### src/rtl/serial_add_sub.sv
// Bit-serial two's-complement adder/subtractor: one full-adder cell processes
// one bit per clock, LSB first, with a registered carry between bits.

module FULL_ADDER (
    input  logic a_i,
    input  logic b_i,
    input  logic c_i,
    output logic s_o,
    output logic c_o
);
    assign s_o = a_i ^ b_i ^ c_i;
    assign c_o = (a_i & b_i) | (c_i & (a_i ^ b_i));
endmodule

module serial_add_sub #(
    parameter int WIDTH = 32
) (
    input  logic             CLK,
    input  logic             RST,
    input  logic             START,
    input  logic             SnA,
    input  logic [WIDTH-1:0] A,
    input  logic [WIDTH-1:0] B,
    output logic [WIDTH-1:0] Y,
    output logic             CO,
    output logic             V,
    output logic             BUSY,
    output logic             DONE
);
    localparam int CNT_W = $clog2(WIDTH);

    typedef enum logic [1:0] {
        S_IDLE,
        S_RUN,
        S_DONE
    } state_t;

    state_t             state_q;
    logic [WIDTH-1:0]   a_sh_q;
    logic [WIDTH-1:0]   b_sh_q;
    logic [WIDTH-1:0]   s_sh_q;
    logic [WIDTH-1:0]   s_sh_d;
    logic               c_q;
    logic [CNT_W-1:0]   cnt_q;
    logic [WIDTH-1:0]   y_q;
    logic               co_q;
    logic               v_q;
    logic               busy_q;
    logic               done_q;
    logic               fa_sum;
    logic               fa_carry;
    logic               last_bit;

    FULL_ADDER u_fa (
        .a_i (a_sh_q[0]),
        .b_i (b_sh_q[0]),
        .c_i (c_q),
        .s_o (fa_sum),
        .c_o (fa_carry)
    );

    assign s_sh_d   = {fa_sum, s_sh_q[WIDTH-1:1]};
    assign last_bit = (cnt_q == CNT_W'(WIDTH - 1));

    // NOTE: all state is updated with non-blocking assignments so every
    // register samples pre-edge values, independent of statement order.
    always_ff @(posedge CLK or negedge RST) begin
        if (!RST) begin
            state_q <= S_IDLE;
            a_sh_q  <= '0;
            b_sh_q  <= '0;
            s_sh_q  <= '0;
            c_q     <= 1'b0;
            cnt_q   <= '0;
            y_q     <= '0;
            co_q    <= 1'b0;
            v_q     <= 1'b0;
            busy_q  <= 1'b0;
            done_q  <= 1'b0;
        end else begin
            done_q <= 1'b0;
            case (state_q)
                S_IDLE, S_DONE: begin
                    if (START) begin
                        // Subtraction is A + ~B + 1: invert B, seed the carry.
                        a_sh_q  <= A;
                        b_sh_q  <= SnA ? ~B : B;
                        c_q     <= SnA;
                        cnt_q   <= '0;
                        busy_q  <= 1'b1;
                        state_q <= S_RUN;
                    end else begin
                        state_q <= S_IDLE;
                    end
                end
                S_RUN: begin
                    a_sh_q <= {1'b0, a_sh_q[WIDTH-1:1]};
                    b_sh_q <= {1'b0, b_sh_q[WIDTH-1:1]};
                    s_sh_q <= s_sh_d;
                    c_q    <= fa_carry;
                    cnt_q  <= cnt_q + 1'b1;
                    if (last_bit) begin
                        // c_q here is the carry into the MSB.
                        y_q     <= s_sh_d;
                        co_q    <= fa_carry;
                        v_q     <= c_q ^ fa_carry;
                        busy_q  <= 1'b0;
                        done_q  <= 1'b1;
                        state_q <= S_DONE;
                    end
                end
                default: begin
                    busy_q  <= 1'b0;
                    state_q <= S_IDLE;
                end
            endcase
        end
    end

    assign Y    = y_q;
    assign CO   = co_q;
    assign V    = v_q;
    assign BUSY = busy_q;
    assign DONE = done_q;

endmodule

### config.mk
export PLATFORM = sky130hd
export DESIGN_NAME = serial_add_sub
export DESIGN_NICKNAME = d
export VERILOG_FILES = /design/src/rtl/serial_add_sub.sv
export SDC_FILE = /design/constraint.sdc
export NUM_CORES = 1
export LEC_CHECK = 0
export ABC_AREA = 1
export CAP_MARGIN = 20
export CORE_ASPECT_RATIO = 1.4
export CORE_UTILIZATION = 25
export DETAILED_ROUTE_END_ITERATION = 8
export PLACE_DENSITY = 0.56
export SYNTH_ARGS = -nofsm -noshare
export SYNTH_HDL_FRONTEND = slang
export SYNTH_SLANG_ARGS = --single-unit
### constraint.sdc
create_clock -name CLK -period 2.28 [get_ports CLK]
set_clock_uncertainty 0.15 [all_clocks]
set_input_delay 0.342 -clock CLK [delete_from_list [all_inputs] [get_ports CLK]]
set_output_delay 0.342 -clock CLK [all_outputs]
set_load 0.005 [all_outputs]
; ---- Word level (Yosys, flattened, before mapping)
; Cells that the tools add are included.
[classes]
muxes = 17
bitwise_logic = 7
n_reduce_logical = 6
eq_ne = 5
n_addsub = 1
[op_table]
columns = cell, n
row1 = case mux 32 bit (2 select lines), 2
row2 = 2-to-1 mux 32 bit, 3
row3 = inverter 32 bit, 1
row4 = case mux 5 bit (2 select lines), 1
row5 = 2-to-1 mux 1 bit, 6
row6 = AND reduction 2 bit, 3
row7 = "adder 5 x 1 -> 5 bit, second input constant", 1
row8 = "equality test 5 bit, second input constant", 1
row9 = 2-to-1 mux 5 bit, 1
row10 = "inequality test 2 bit, second input constant", 2
row11 = case mux 1 bit (2 select lines), 2
row12 = case mux 2 bit (2 select lines), 1
row13 = bitwise XOR 1 bit, 3
row14 = bitwise AND 1 bit, 2
row15 = "equality test 2 x 1 -> 1 bit, second input constant", 1
row16 = "equality test 2 bit, second input constant", 1
row17 = logical NOT 2 bit, 1
row18 = 2-to-1 mux 2 bit, 1
row19 = nonzero test 2 bit, 1
row20 = OR reduction 2 bit, 1
row21 = OR 1 bit, 1
[word_totals]
regBits = 140
inputBits = 68
out_inout_bits = 36

; ---- Longest topological paths before layout
[logic_depth]
depth_word = 4
depth_mapped = 9
depth_no_buf = 8

; ---- Modules after synthesis
; A second synthesis with hierarchy kept.
[hier_totals]
cells_unflattened = 774
hier_area_um2 = 6279.8
[modules_own_cells]
columns = module, n_inst, cells_each, seq_area_each_um2, area_each_um2
row1 = serial_add_sub, 1, 773, 3478.3, 6259.8
row2 = FULL_ADDER, 1, 1, 0.0, 20.0

; ---- Worst setup path before layout
; OpenSTA, ideal clock, no wires.
[synth_path]
path_kind = register -> register
from = register cnt_q[0]
to = register y_q[14] (netlist: Y[14])
arrival_time_ns = 1.380
path_stages_with_launch = 8
required_ns = 2.000
synth_period_minus_slack_ns = 1.660
setup_slack_ns = 0.620
path_cell_list = dfrtp_1 -> ha_1 -> nand2_1 -> nor2_1 -> ha_1 -> nand2_1 -> clkbuf_1 -> o21ai_1
[synth_between]
elab_chain_cells = 2
[synth_lines]
columns = element, line
row1 = start: declaration, 44  ; logic [CNT_W-1:0] cnt_q;
row2 = start signal: assignment, 101  ; cnt_q <= cnt_q + 1'b1;
row3 = equality test 5 bit, 63  ; assign last_bit = (cnt_q == CNT_W'(WIDTH - 1));
row4 = AND reduction 2 bit (no source line), --
row5 = end signal: assignment, 104  ; y_q <= s_sh_d;
row6 = end: declaration, 45  ; logic [WIDTH-1:0] y_q;
; Every way passes these cells.
; A chain may end at the register's enable or synchronous reset.

; ---- Final worst setup path
[layout_path]
from = register cnt_q[0]
to = register y_q[3] (netlist: Y[3])
; Same word-level chain as after synthesis.

==> impl_metrics.csv <==
group,metric,value,unit
outcome,run_status,"complete, no violations",
routing,antenna_left,0,
routing,drt_iter0_drc,238,
setup_path,rrSetupSlack,0.30,ns
setup_path,critical_path_class,"register to register",
clock_tree,htree_num_levels,4,
sta,hold_slack,0.242,ns
synth,yosysUniqueCellTypes,24,
synth,ys.warnings.count,0,
setup_path,worst-path-max-fanout,31,
clock_tree,cts_max_path_buffers,2,
sta,maxSlewViolCount,0,
synth,syn-num-nets,845,
routing,drt_wl_total,13.8,mm
finish,stdcell_area,8190,um^2
finish,diodes,0,
floorplanning,core-area,24700,um^2
sta,tns,0,ns
placement,dpl-instance-area,7610,um^2
setup_path,worstPathArrival,2.17,ns
setup_path,reg2reg_to,"Y[3]",
clock_tree,cts_tree,"yes",
sta,setup_violations,0,
floorplanning,dieWidth,136,um
synth,synth_enable_flop_cells,0,
sta,slew_headroom,41.3,%
placement,place_congestion,0.710,
synth,synth_seq_cells,139,
setup_path,critPathLaunchType,"register",
sta,rsz0062_at_grt,"false",
global_route,grt_max_degree,95,
flow_run,cap_violations,0,
routing,vias,5029,
sta,finalHoldViolations,0,
setup_path,worstSetupEndpointType,"register",
global_route,grt_pass1_wl,24.0,mm
setup_path,required,2.47,ns
synth,synthArstFlopShare,100,%
synth,syn_area,6280,um^2
hold_path,holdCritPathClass,"input pin to asynchronous set/reset pin",
clock_tree,numCtsBuffers,17,
floorplanning,rows,68,
synth,avgSynthCellArea,8.11,um^2
finish,nFillCells,2643,
power_and_ir_drop,leakage,3.90,nW
routing,vias_per_cell,4.22,
floorplanning,fp.dieH,189,um
setup_path,r2r_start,"cnt_q[0]",
global_route,antenna_found_initial,0,
global_route,grt_pass1_vias,5071,
finish,final_common_cell,"nand2_1",
clock_tree,clk_latency,0.41,ns
clock_tree,postCtsSetupRepairBufs,0,
setup_path,critPathLaunch,"cnt_q[0]",
clock_tree,cts_num_sinks,139,
sta,period_needed,1.98,ns
finish,layout-drive-gt1-share,9.47,%
power_and_ir_drop,power_density,1240,nW/um^2
setup_path,worstRegToRegCells,8,
sta,max_clock_freq,0.505,GHz
floorplanning,dieArea,25800,um^2
finish,multi_input_area,2310,um^2
routing,firstDrtPassIters,4,
floorplanning,start_util,25.4,%
global_route,grt_use_total,11.8,%
floorplanning,pin_count,104,
clock_tree,clk_pin_slew,0.06,ns
clock_tree,cts_root_buf,"clkbuf_16",
finish,final_cell_mix,"nand2_1, dfrtp_1, clkdlybuf4s50_1",
placement,place_hpwl,8.92,mm
synth,synth-main-ff-cell,"dfrtp_1",
routing,drc,0,
finish,areaGrowthSynthToFinish,30.5,%
synth,ys_seq_area_share,55.4,%
synth,synthCells,774,
finish,seq_area,3480,um^2
global_route,grt_overflow_total,0,
finish,final_nets,934,
sta,tightest_slew,0.881,ns
power_and_ir_drop,ir_worst_vdd,0.707,mV
placement,numPortBuffers,103,
sta,period_share,86.9,%
routing,wl_per_cell,11.6,um
-- power breakdown --
part           switching, W  internal [W]  total (W)  leakage [nW]
Sequential         0.000598       0.00355    0.00415          1.78
Clock               0.00109       0.00154    0.00263         0.257
Combinational       0.00192       0.00147    0.00339          1.86
-- synthesized netlist by cell type, types with 2 or more instances --
cell type,count,area share [%]
buf_1,2,0.12
buf_2,20,1.6
buf_6,5,0.90
clkbuf_1,16,0.96
dfrtp_1,139,55
ha_1,2,0.40
inv_1,68,4.1
inv_2,2,0.12
nand2_1,316,19
nand3_1,94,7.5
nor2_1,6,0.36
o21ai_0,44,3.5
o21ai_1,17,1.4
o21ai_2,4,0.56
or2_2,30,3.0
-- state kept, by name, summed over array words and instances, names as in the netlist --
| name | count |
|---|---|
| a_sh_q | 32 |
| cnt_q | 5 |
| CO | 1 |
| Y | 32 |
| V | 1 |
| BUSY | 1 |
| DONE | 1 |
| c_q | 1 |
| b_sh_q | 32 |
| s_sh_q | 31 |
| state_q | 2 |
-- per-stage QoR --
stage / utilization (%) / setup slack [ns] / cells / total power, W
finish: 33.2 / 0.299 / 1191 / 0.0102
global route: 33.2 / 0.111 / 1191 / 0.0111
CTS: 33.2 / 0.280 / 1191 / 0.0104
detailed placement: 30.9 / 0.300 / 1158 / 0.00768
global placement: 30.9 / 0.321 / 1158 / 0.00756
floorplan: - / 0.620 / 774 / 0.00640
-- cell families after synthesis --
logic type / after synthesis / share of synthesized area [%]
xor+xnor: 2 / 0.279
simple gates: 450 / 30.2
flops: 139 / 55.4
compound gates: 66 / 5.50
fa+ha+maj: 3 / 0.718
buf+inv: 114 / 7.87
-- routing by layer --
| layer | wire, um | GRT usage [%] | up-vias |
|---|---|---|---|
| met4 | 165 | 4.23 | 0 |
| met5 | 0 | 0 | - |
| met3 | 454 | 2.81 | 10 |
| li1 | - | - | 2578 |
| met2 | 6850 | 20.2 | 87 |
| met1 | 6340 | 14.2 | 2354 |
-- critical path: stages, from the launching register on --
cell and delay [ns]:
dfrtp_1 0.43, ha_1 0.23, nand2_1 0.08, nor2_1 0.05, ha_1 0.21, nand2_2 0.36
buf_12 0.24, nand2_1 0.09, o21ai_2 0.06
-- layout make-up --
class / count / share of cell area [%]
inverter: 70 / 3.21
multi-input combinational: 521 / 28.3
tap: 315 / 4.81
sequential: 139 / 42.5
clock inverter: 12 / 1.44
timing repair buffer: 114 / 14.3
clock buffer: 20 / 5.45
-- how the worst max path moves through the flow --
| stage | end | slack (ns) | cells past startpoint |
|---|---|---|---|
| floorplan | Y[14] | 0.62 | 7 |
| global route | Y[4] | 0.11 | 8 |
| detailed placement | Y[7] | 0.30 | 7 |
| finish | Y[3] | 0.30 | 8 |
| global placement | Y[6] | 0.32 | 7 |
| CTS | Y[3] | 0.28 | 8 |
-- timing repair --
action | 4_1_cts | 5_1_grt
hold buffers | 1 | 0
hold endpoints to repair | 36 | 0
gates resized for setup | 0 | 0
(Power assumes the default switching activity.)
